### src/rtl/npu_result_drain_if.sv
// Result stream from npu_result_drain toward the host/output buffer.
// Valid/ready handshake carrying one requantized sample, its PE index and a last flag.
interface npu_result_drain_if #(
  parameter int W_OUT = 8,
  parameter int IDX_W = 4
);
  logic             out_valid;
  logic             out_ready;
  logic [W_OUT-1:0] out_data;
  logic [IDX_W-1:0] out_idx;
  logic             out_last;

  modport master (output out_valid, output out_data, output out_idx, output out_last, input out_ready);
  modport slave  (input out_valid, input out_data, input out_idx, input out_last, output out_ready);
endinterface

### src/rtl/npu_result_drain.sv
// Snapshots N PE accumulators on capture and streams them out requantized (shift + saturate).
// Define NPU_DRAIN_DBUF_EN to add a pending bank that absorbs one capture during a drain.
module npu_result_drain #(
  parameter int N     = 10,
  parameter int W_ACC = 20,
  parameter int W_OUT = 8,
  parameter int SHIFT = 4,
  parameter int IDX_W = $clog2(N)
) (
  input  logic                 clk,
  input  logic                 rst_n,
  input  logic                 capture,
  input  logic [N*W_ACC-1:0]   pe_result,
  npu_result_drain_if.master   drain,
  output logic                 busy,
  output logic                 overflow,
  input  logic                 clr_ovf
);
  localparam logic [0:0] ST_IDLE  = 1'b0;
  localparam logic [0:0] ST_DRAIN = 1'b1;

  localparam logic [IDX_W-1:0] PTR_ZERO = IDX_W'(0);
  localparam logic [IDX_W-1:0] PTR_ONE  = IDX_W'(1);
  localparam logic [IDX_W-1:0] PTR_LAST = IDX_W'(N - 1);

  localparam logic signed [W_ACC-1:0] SAT_MAX = {{(W_ACC-W_OUT+1){1'b0}}, {(W_OUT-1){1'b1}}};
  localparam logic signed [W_ACC-1:0] SAT_MIN = {{(W_ACC-W_OUT+1){1'b1}}, {(W_OUT-1){1'b0}}};
  localparam logic [W_OUT-1:0]        OUT_MAX = {1'b0, {(W_OUT-1){1'b1}}};
  localparam logic [W_OUT-1:0]        OUT_MIN = {1'b1, {(W_OUT-1){1'b0}}};

  function automatic logic [W_OUT-1:0] requant(input logic [W_ACC-1:0] acc);
    logic signed [W_ACC-1:0] s;
    s = $signed(acc) >>> SHIFT;
    if (s > SAT_MAX) begin
      requant = OUT_MAX;
    end else if (s < SAT_MIN) begin
      requant = OUT_MIN;
    end else begin
      requant = s[W_OUT-1:0];
    end
  endfunction

  logic [0:0]       state_r;
  logic [IDX_W-1:0] ptr_r;
  logic [W_ACC-1:0] bank_r [N];
  logic             ovf_r;
  logic             hs_s;
  logic             final_hs_s;
  logic             load_s;
  logic             pop_s;
  logic             drop_s;
`ifdef NPU_DRAIN_DBUF_EN
  logic [W_ACC-1:0] pend_r [N];
  logic             pend_vld_r;
  logic             pend_load_s;
`endif

  // Decide per cycle whether a capture loads the active bank, is queued, or is dropped.
  always_comb begin
    hs_s       = (state_r == ST_DRAIN) && drain.out_ready;
    final_hs_s = hs_s && (ptr_r == PTR_LAST);
`ifdef NPU_DRAIN_DBUF_EN
    pop_s       = final_hs_s && pend_vld_r;
    load_s      = capture && ((state_r == ST_IDLE) || (final_hs_s && !pend_vld_r));
    pend_load_s = capture && (state_r == ST_DRAIN) && !load_s && (!pend_vld_r || final_hs_s);
    drop_s      = capture && !load_s && !pend_load_s;
`else
    pop_s  = 1'b0;
    load_s = capture && ((state_r == ST_IDLE) || final_hs_s);
    drop_s = capture && !load_s;
`endif
  end

  // State and read pointer; a reload at the final handshake keeps the stream gapless.
  always_ff @(posedge clk or negedge rst_n) begin
    if (!rst_n) begin
      state_r <= ST_IDLE;
      ptr_r   <= PTR_ZERO;
    end else if (load_s || pop_s) begin
      state_r <= ST_DRAIN;
      ptr_r   <= PTR_ZERO;
    end else if (final_hs_s) begin
      state_r <= ST_IDLE;
      ptr_r   <= PTR_ZERO;
    end else if (hs_s) begin
      ptr_r   <= ptr_r + PTR_ONE;
    end else begin
      state_r <= state_r;
      ptr_r   <= ptr_r;
    end
  end

  // Active result bank.
  always_ff @(posedge clk or negedge rst_n) begin
    if (!rst_n) begin
      for (int i = 0; i < N; i++) bank_r[i] <= {W_ACC{1'b0}};
`ifdef NPU_DRAIN_DBUF_EN
    end else if (pop_s) begin
      for (int i = 0; i < N; i++) bank_r[i] <= pend_r[i];
`endif
    end else if (load_s) begin
      for (int i = 0; i < N; i++) bank_r[i] <= pe_result[i*W_ACC +: W_ACC];
    end else begin
      for (int i = 0; i < N; i++) bank_r[i] <= bank_r[i];
    end
  end

`ifdef NPU_DRAIN_DBUF_EN
  // Pending bank: filled by a capture during a drain, emptied into the active bank at its end.
  always_ff @(posedge clk or negedge rst_n) begin
    if (!rst_n) begin
      for (int i = 0; i < N; i++) pend_r[i] <= {W_ACC{1'b0}};
      pend_vld_r <= 1'b0;
    end else if (pend_load_s) begin
      for (int i = 0; i < N; i++) pend_r[i] <= pe_result[i*W_ACC +: W_ACC];
      pend_vld_r <= 1'b1;
    end else if (pop_s) begin
      pend_vld_r <= 1'b0;
    end else begin
      pend_vld_r <= pend_vld_r;
    end
  end
`endif

  // Sticky overflow; a drop in the same cycle as clr_ovf keeps it set.
  always_ff @(posedge clk or negedge rst_n) begin
    if (!rst_n) begin
      ovf_r <= 1'b0;
    end else if (drop_s) begin
      ovf_r <= 1'b1;
    end else if (clr_ovf) begin
      ovf_r <= 1'b0;
    end else begin
      ovf_r <= ovf_r;
    end
  end

  // Output stream driven straight from state, pointer and the addressed bank entry.
  always_comb begin
    drain.out_valid = (state_r == ST_DRAIN);
    drain.out_idx   = ptr_r;
    drain.out_last  = (state_r == ST_DRAIN) && (ptr_r == PTR_LAST);
    drain.out_data  = requant(bank_r[ptr_r]);
    overflow        = ovf_r;
`ifdef NPU_DRAIN_DBUF_EN
    busy            = (state_r == ST_DRAIN) || pend_vld_r;
`else
    busy            = (state_r == ST_DRAIN);
`endif
  end
endmodule

### src/flat_wrapper.sv
// flat-port wrapper written by rule: the top's interface ports become plain ports
module npu_result_drain_flat 
#(
  parameter int N     = 10,
  parameter int W_ACC = 20,
  parameter int W_OUT = 8,
  parameter int SHIFT = 4,
  parameter int IDX_W = $clog2(N)
)
  (clk, rst_n, capture, pe_result, busy, overflow, clr_ovf, drain_out_valid, drain_out_data, drain_out_idx, drain_out_last, drain_out_ready);
  npu_result_drain_if #(.W_OUT(W_OUT), .IDX_W(IDX_W)) drain_i ();
  input  logic clk;
  input  logic rst_n;
  input  logic capture;
  input  logic [N*W_ACC-1:0] pe_result;
  output logic busy;
  output logic overflow;
  input  logic clr_ovf;
  output wire logic [$bits(drain_i.out_valid)-1:0] drain_out_valid;
  output wire logic [$bits(drain_i.out_data)-1:0] drain_out_data;
  output wire logic [$bits(drain_i.out_idx)-1:0] drain_out_idx;
  output wire logic [$bits(drain_i.out_last)-1:0] drain_out_last;
  input wire logic [$bits(drain_i.out_ready)-1:0] drain_out_ready;
  assign drain_out_valid = drain_i.out_valid;
  assign drain_out_data = drain_i.out_data;
  assign drain_out_idx = drain_i.out_idx;
  assign drain_out_last = drain_i.out_last;
  assign drain_i.out_ready = drain_out_ready;
  npu_result_drain #(.N(N), .W_ACC(W_ACC), .W_OUT(W_OUT), .SHIFT(SHIFT), .IDX_W(IDX_W)) u_core (.clk(clk), .rst_n(rst_n), .capture(capture), .pe_result(pe_result), .drain(drain_i), .busy(busy), .overflow(overflow), .clr_ovf(clr_ovf));
endmodule
### config.mk
export PLATFORM = sky130hd
export DESIGN_NAME = npu_result_drain_flat
export DESIGN_NICKNAME = d
export VERILOG_FILES = /design/src/rtl/npu_result_drain_if.sv /design/src/rtl/npu_result_drain.sv /design/src/flat_wrapper.sv
export SDC_FILE = /design/constraint.sdc
export NUM_CORES = 1
export LEC_CHECK = 0
export CAP_MARGIN = 10
export CORE_AREA = 2 2 180 182
export CTS_CLUSTER_DIAMETER = 30
export DETAILED_ROUTE_END_ITERATION = 8
export DIE_AREA = 0 0 182 184
export PLACE_DENSITY_LB_ADDON = 0.15
export SKIP_CTS_REPAIR_TIMING = 1
export SYNTH_ARGS = -nofsm -noshare
export SYNTH_HDL_FRONTEND = slang
export SYNTH_SLANG_ARGS = --single-unit
export TNS_END_PERCENT = 1
### constraint.sdc
create_clock -name clk -period 2.96 [get_ports clk]
set_clock_uncertainty 0.1 [all_clocks]
set_input_delay 0.444 -clock clk [delete_from_list [all_inputs] [get_ports clk]]
set_output_delay 0.444 -clock clk [all_outputs]
set_load 0.1 [all_outputs]
==> flow_summary_export.csv <==
group,metric,value,unit
run_status,status,"finished with violations",
setup_path,timing.rr.end,"u_core.bank_r[155]",
sta,fmax,0.2870,GHz
floorplanning,initial_core_util,0.2475,
logic_synthesis,ys_warn_count,0,
logic_synthesis,syn_inst,527,
floorplanning,dieArea,33490,um^2
cts,clk_pin_slew,0.06,ns
worst_hold_path,hold_class,"reg -> reg",
setup_path,slowest_delay,0.54,ns
sta,fin_ws,-0.5239,ns
final_layout,layout-drive-gt1-share,0.4073,
global_routing,grt_pass1_vias,5731,
setup_path,cp-start-kind,"flip-flop",
final_layout,num-fill-cells,3073,
floorplanning,row_count,65,
setup_path,cp.arrival,2.94,ns
sta,finalSetupViolations,8,
power,power.leakage,4.695,nW
cts,clock_latency,0.41,ns
final_layout,multi_input_area,3471,um^2
sta,worst_pin_slew,0.7237,ns
setup_path,end_kind,"primary output",
floorplanning,die_x,182,um
sta,period_share,1.177,
setup_path,path_cells,"buf_12, buf_4, mux2i_2, a221o_1, o22a_1, nor4_4, buf_6, nand3_1, a21oi_4, buf_12",
final_layout,area_growth,43.06,%
place,pre_cts_ws,-0.1330,ns
setup_path,worst-setup-path-type,"reg -> out",
power,power,12.47,mW
logic_synthesis,synth.distinct_cells,34,
sta,maxSlewViolCount,0,
sta,fin_tns_setup,-3.832,ns
drt,routed_wirelength,21.78,mm
worst_hold_path,min_path_cells,1,
global_routing,grt_start_max_net_pins,71,
drt,ant_nets,0,
worst_hold_path,hp-start,"u_core.bank_r[175]",
global_routing,antenna_found_initial,1,
power,power_density,1121,nW/um^2
global_routing,grt_pass1_wl,33.04,mm
setup_path,crit_fanout,11,
cts,numCtsBuffers,17,
floorplanning,ios,221,
setup_path,reg2reg_setup_slack,0.46,ns
worst_hold_path,min_to,"u_core.bank_r[175]",
run_status,violations,"setup timing",
floorplanning,core_area,31390,um^2
drt,drt-vias-per-instance,4.458,
setup_path,r2r_start,"u_core.drain.out_idx[2]",
logic_synthesis,postSynthAreaPerCell,14.74,um^2
place,hpwl,16.17,mm
drt,drt_iter0_markers,142,
setup_path,crit_family,"compound AO/OA/AOI/OAI gates",
drt,post_drt_wl_per_cell,19.00,um
final_layout,n_antenna_cell,0,
global_routing,grt.total_usage,0.1317,
cts,cts_tree,"yes",
setup_path,ff2ff_path_depth,8,
setup_path,worst_path_most_repeated_cell,"buf_12",
final_layout,nets,940,
sta,fin_crit,3.484,ns
setup_path,cp_slowest_cell,"dfrtp_4",
final_layout,layout_common_cells,"168 x mux2_2, 163 x clkdlybuf4s50_1, 162 x dfrtp_1, 39 x buf_4, 24 x mux2i_1",
sta,maxSlewHeadroom,0.5175,
global_routing,grt-ovfl-total,0,
final_layout,register_area,4161,um^2
drt,dr.pass1.iters,4,
cts,root_buffer,"clkbuf_16",
logic_synthesis,synth_fp_nets,734,
cts,htreeDepth,4,
logic_synthesis,ys_seq_area_frac,0.5346,
place,portBuffers,180,
drt,via_count,5109,
sta,hold_violations,0,
power,vdd_drop_max,0.0006734,V
logic_synthesis,syn_area,7770,um^2
logic_synthesis,synth-seq-cells,166,
cts,clk_path_buf_depth,2,
final_layout,final_common_cell,"mux2_2",
sta,grt_setup_unrepaired,"yes",
place,gp_congestion,0.7673,
drt,route.detailed.drc,0,
floorplanning,die_h,184,um
setup_path,required,2.42,ns
setup_path,worst-path-buf-inv,4,
job,drv_cap,0,
cts,cts.sinks,166,
## cell families after synthesis
logic type                 share of synthesized area
DFF                                           0.5346
and+or+nand+nor                              0.03462
buffers and inverters                        0.03381
adders and majority gates                   0.003220
AOI/OAI and AO/OA                            0.04557
muxes                                         0.3481
## final cells by class
cell class / instances / share of cell area
timing repair buffer: 226 / 0.2135
clock inverter: 12 / 0.01373
multi-input combinational: 318 / 0.3122
inverter: 4 / 0.001351
clock buffer: 18 / 0.03951
sequential: 166 / 0.3744
tap: 402 / 0.04525
## sequential cells by signal, summed over array words and instances (netlist names)
register	cells
u_core.bank_r	160
u_core.busy	1
u_core.drain.out_idx	4
u_core.overflow	1
## metal layers
layer | wire length, um | track usage
met5 | 0 | 0
met4 | 259 | 0.03548
met3 | 1199 | 0.03526
met2 | 10630 | 0.2182
met1 | 9688 | 0.1703
## worst register-to-register path, cell delays in order, from the launching register on
cell     delay (ns)
dfrtp_2        0.38
buf_4          0.34
and2b_1        0.24
and3_1         0.19
nand2_1        0.06
nand2_1        0.12
nand2_4        0.32
buf_12         0.26
mux2_2         0.38
## through the flow
| step | hold slack, ns | instances | instance area [um^2] | util |
|---|---|---|---|---|
| after floorplan | 0.04841 | 527 | 7899 | - |
| after global placement | 0.3786 | 1114 | 10470 | 0.3335 |
| final | 0.4017 | 1146 | 11120 | 0.3541 |
| after detailed placement | 0.3855 | 1114 | 10470 | 0.3335 |
| after CTS | -0.04539 | 1144 | 11060 | 0.3524 |
| after global routing | 0.4175 | 1146 | 11120 | 0.3541 |
## where the power goes
part / switching, mW / internal [mW]
sequential: 0.569 / 3.37
clock: 0.923 / 1.34
combinational: 3.24 / 3.02
total: 4.74 / 7.73
## synth_stat cells (all sizes together)
cell type  number  area [um^2]
mux2          168         1892
a21boi          2        15.01
mux4           24        563.0
nand2b          1        6.260
nor2            9        33.78
a21o            1        7.510
nor3            7        35.03
a221o           8        80.08
buf            34        229.0
dfrtp         166         4154
o21ai           6        30.03
o22ai           1        6.260
inv             4        15.01
o22a            8        70.07
a21oi          15        75.07
ha              2        25.02
nand3           8        40.04
and2            1        6.260
nor4            2        42.54
nor2b           2        12.51
and3            1        6.260
a221oi          8        70.07
clkbuf          5        18.77
mux2i          25        250.2
and2b           1        7.510
nand3b          1        7.510
nand4           3        18.77
nand2          14        52.55
## worst max path at each step
stage                                  from                end  slack, ns  depth (start not counted)
global placement    u_core.drain.out_idx[0]  drain_out_data[6]       -0.1                         10
finish              u_core.drain.out_idx[0]  drain_out_data[3]      -0.52                         10
floorplan           u_core.drain.out_idx[0]  drain_out_data[0]      -0.50                          8
global route        u_core.drain.out_idx[0]  drain_out_data[6]      -0.67                         10
CTS                 u_core.drain.out_idx[0]  drain_out_data[5]      -0.60                         10
detailed placement  u_core.drain.out_idx[0]  drain_out_data[5]      -0.13                         10
No activity file was read; power rests on OpenSTA's default activity.
